--- config.mk ---
export PLATFORM = sky130hd
export DESIGN_NAME = seven_seg_scanner
export DESIGN_NICKNAME = d
export VERILOG_FILES = /design/src/rtl/seven_seg_scanner.sv
export SDC_FILE = /design/constraint.sdc
export NUM_CORES = 1
export LEC_CHECK = 0
export ABC_CLOCK_PERIOD_IN_PS = 2440
export CORE_ASPECT_RATIO = 1.2
export CORE_MARGIN = 5
export CORE_UTILIZATION = 53
export DETAILED_ROUTE_END_ITERATION = 12
export PLACE_DENSITY = 0.88
export SLEW_MARGIN = 20
export SYNTH_ARGS = -nofsm -noshare
export SYNTH_HDL_FRONTEND = slang
export SYNTH_SLANG_ARGS = --single-unit
--- constraint.sdc ---
create_clock -name clk_i -period 2.44 [get_ports clk_i]
set_input_delay 0.61 -clock clk_i [delete_from_list [all_inputs] [get_ports clk_i]]
set_output_delay 0.61 -clock clk_i [all_outputs]
set_load 0.02 [all_outputs]
--- src/rtl/seven_seg_scanner.sv ---
// Eight-digit multiplexed hex display driver for a common-anode module.
// A frame shadow keeps all eight digits of one frame from the same data word.
module seven_seg_scanner #(
  parameter int DIGIT_CYCLES = 100_000,
  parameter int BLANK_CYCLES = 1_000,
  parameter bit LZ_BLANK     = 1'b0
) (
  input  logic        clk_i,
  input  logic        rst_i,
  input  logic [31:0] data_i,
  input  logic        en_i,
  output logic [7:0]  an_o,
  output logic [6:0]  seg_o,
  output logic        dp_o
);

  localparam int CW = $clog2(DIGIT_CYCLES);
  localparam logic [CW-1:0] LAST = CW'(DIGIT_CYCLES - 1);
  localparam logic [CW-1:0] BLNK = CW'(BLANK_CYCLES);

  logic [CW-1:0] cnt;
  logic [2:0]    idx;
  logic [31:0]   shadow;
  logic [3:0]    nib;
  logic [6:0]    dec;
  logic          lz;
  logic          vis;
  logic [7:0]    an_q;
  logic [6:0]    seg_q;

  assign nib = shadow[{idx, 2'b00} +: 4];

  // Digit 0 is exempt so an all-zero word still shows one "0".
  assign lz = LZ_BLANK
           && (idx != 3'd0)
           && ((shadow >> {idx, 2'b00}) == 32'd0);

  assign vis = en_i && (cnt >= BLNK) && !lz;

  always_comb begin
    dec = 7'h7F;
    unique case (nib)
      4'h0: dec = 7'h40;
      4'h1: dec = 7'h79;
      4'h2: dec = 7'h24;
      4'h3: dec = 7'h30;
      4'h4: dec = 7'h19;
      4'h5: dec = 7'h12;
      4'h6: dec = 7'h02;
      4'h7: dec = 7'h78;
      4'h8: dec = 7'h00;
      4'h9: dec = 7'h10;
      4'hA: dec = 7'h08;
      4'hB: dec = 7'h03;
      4'hC: dec = 7'h46;
      4'hD: dec = 7'h21;
      4'hE: dec = 7'h06;
      4'hF: dec = 7'h0E;
      default: dec = 7'h7F;
    endcase
  end

  always_ff @(posedge clk_i) begin
    if (rst_i) begin
      cnt    <= '0;
      idx    <= 3'd0;
      shadow <= 32'd0;
      an_q   <= 8'hFF;
      seg_q  <= 7'h7F;
    end else begin
      if (cnt == LAST) begin
        cnt <= '0;
        idx <= idx + 3'd1;
      end else begin
        cnt <= cnt + 1'b1;
      end
      if (cnt == '0 && idx == 3'd0)
        shadow <= data_i;
      if (vis) begin
        an_q  <= ~(8'b1 << idx);
        seg_q <= dec;
      end else begin
        an_q  <= 8'hFF;
        seg_q <= 7'h7F;
      end
    end
  end

  assign an_o  = an_q;
  assign seg_o = seg_q;
  assign dp_o  = 1'b1;

endmodule

==> results of run 1 <==
area by class of cell:
cell class / count / area [um^2] / share of cell area
clock buffers: 10 / 138 / 0.0355
multi-input cells: 248 / 1570 / 0.406
clock inverters: 6 / 136 / 0.0352
repair buffers: 59 / 566 / 0.146
inverters: 10 / 37.5 / 0.00969
well taps: 64 / 80.1 / 0.0207
flip-flops and latches: 67 / 1340 / 0.347
logic make-up after synthesis:
kind of cell,share of synthesized area
buffers and inverters,0.0459
other,0.00123
xor gates and xnor gates,0.0459
and+or+nand+nor,0.219
AOI/OAI and AO/OA,0.105
DFF,0.439
muxes,0.0865
adders and majority gates,0.0574
metrics by stage:
step	hold WS (ns)	instance area [um^2]	total power, mW	std cells	util
after floorplan	0.427	3050	1.40	343	-
after global placement	0.438	3600	1.49	448	0.639
after detailed placement	0.447	3600	1.50	448	0.639
after CTS	0.455	3870	2.73	464	0.688
after global routing	0.480	3870	2.83	464	0.688
final	0.456	3870	2.72	464	0.688
Yosys cell counts (2+ instances only):
master / count
and3_1: 2
mux2_2: 3
nor4_1: 2
xor2_1: 7
buf_2: 4
nor2_1: 27
xnor2_1: 9
dfxtp_1: 67
buf_4: 2
a21oi_1: 36
o22ai_1: 2
nand3_1: 11
inv_1: 10
clkbuf_1: 8
nand2_1: 86
o21ai_0: 2
mux4_1: 6
mux2i_1: 5
buf_6: 3
nor3_1: 5
o221ai_1: 4
nor4b_1: 2
nor4_4: 2
ha_1: 14
power by group:
part	switching, mW	internal [mW]
clock	0.421	0.811
combinational	0.169	0.139
sequential	0.0325	1.15
total	0.622	2.10
worst reg2reg max path, cell delays in order, from the launching register on:
cell and delay, ns:
dfxtp_2 0.45, mux4_1 0.59, mux2_2 0.33, inv_1 0.17, ha_1 0.29, nor3_1 0.19
a21oi_1 0.07, a31oi_1 0.18
path summary, 6_finish.rpt:
path	start	end	slack (ns)	depth (start not counted)
worst max-delay path	idx[0]	seg_o[3]	0.09	7
worst min-delay path	shadow[21]	shadow[21]	0.46	2
worst max register to register	idx[0]	seg_o[3]	0.09	7
worst min register to register	shadow[21]	shadow[21]	0.46	2
state kept, by name, indices dropped and copies added, names as in the netlist:
signal	flops
seg_o	7
cnt	17
an_o	8
shadow	32
idx	3
layer usage:
layer / routed length, um / part of all wire / up-vias
met4: 148 / 0.023 / 0
li1: - / - / 1267
met5: 0 / 0 / -
met2: 3200 / 0.49 / 83
met3: 330 / 0.051 / 15
met1: 2780 / 0.43 / 1186
==> impl_metrics.tcl, run 1 <==
set metrics [dict create \
    final-setup-viol-count 0 \
    htreeDepth 3 \
    die_h_um 93.1 \
    syn_to_final_growth_pct 26.9 \
    seq_area_frac_synth 0.439 \
    vias 2551 \
    antenna_cells 0 \
    slew_viol_final 0 \
    synth_cell_types 48 \
    final_common_cell "nand2_1" \
    firstDrtPassIters 4 \
    ant_nets 0 \
    dp_hpwl_um 4510 \
    final_nets 444 \
    required_ns 2.70 \
    drive_above_1_share 0.0900 \
    synthesis.nets 392 \
    synth_area_leaders "dfxtp_1, nand2_1, a21oi_1" \
    post-route-period-util 0.962 \
    slew_headroom 0.584 \
    grt_usage 0.189 \
    antenna_found_initial 0 \
    clk_pin_slew_ns 0.07 \
    worst_slack_ns 0.0924 \
    synth_top_area_share 0.439 \
    post_drt_wl_per_cell_um 13.9 \
    cts_buffers 9 \
    synth_edf_count 0 \
    gp_congestion 0.872 \
    numClockSinks 67 \
    cts_resized 1 \
    core_area_um2 5630 \
    final.setup_skew_ns 0.00670 \
    hold_class "reg -> reg" \
    io_buffer_count 49 \
    grt_pass1_wl_um 11100 \
    final_cell_mix "nand2_1, dfxtp_1, clkdlybuf4s50_1, a21oi_1, nor2_1" \
    powerDensity_nw_per_um2 702 \
    crit_arrival_ns 2.61 \
    crit_family "multiplexers" \
    timing.fmax_mhz 426 \
    cts_tree "done" \
    avgSynthCellArea_um2 8.90 \
    rsz0062_at_grt "no" \
    worst_pin_slew_ns 0.618 \
    syn_inst 343 \
    busiest_layer "met2" \
    critical_path.max_fanout 8 \
    synthFlopType "dfxtp_1" \
    die_area_um2 7380 \
    overflow 0 \
    dp_slack_ns 0.0702 \
    path_buf_inv 1 \
    worst-setup-path-type "reg -> reg" \
    grt_util_met1 0.228 \
    cp-start-kind "flip-flop" \
    tns_ns 0 \
    ios 51 \
    status "finished, final reports clean" \
    filler_cell_count 420 \
    drc 0 \
    max_stage_delay_ns 0.59 \
    async_flop_share 0 \
    cap_viol_max_count 0 \
    grt_pass1_vias 2457 \
    cts_max_path_buffers 2 \
    period_minus_slack_ns 2.35 \
    synth_area_leader_cell "dfxtp_1" \
    drtIter0Drc 111 \
    holdBufCountCts 0 \
    met3_usage 0.0424 \
    drt-total-wl_um 6460 \
    grt_max_degree 37 \
    p_leak_nw 1.52 \
    hold_viol_final 0 \
    fp-row-count 30 \
    worstPathCellList "mux4_1, mux2_2, inv_1, ha_1, nor3_1, a21oi_1, a31oi_1" \
    critPathCaptureType "flip-flop" \
    die_x_um 79.3 \
    cts_root_buf "clkbuf_8" \
    irDropWorstVdd_uv 499 \
    ys_ff_latch 67 \
    yosys_warnings 0 \
    start_util 0.542 \
    clk_latency_ns 0.34 \
    avgViaCountPerCell 5.50 \
    slowest_stage "mux4_1" \
    syn_area_um2 3050 \
    cts_setup_buffers 0 \
    met2_usage 0.313 \
]
Note: power is estimated with default switching activity, not from simulation.
==> inputs of run 2 (changes only) <==
Settings changed: SLEW_MARGIN 20 to unset.
==> results of run 2 <==
No change in the layout: final DEF, timing and power equal those of run 1.
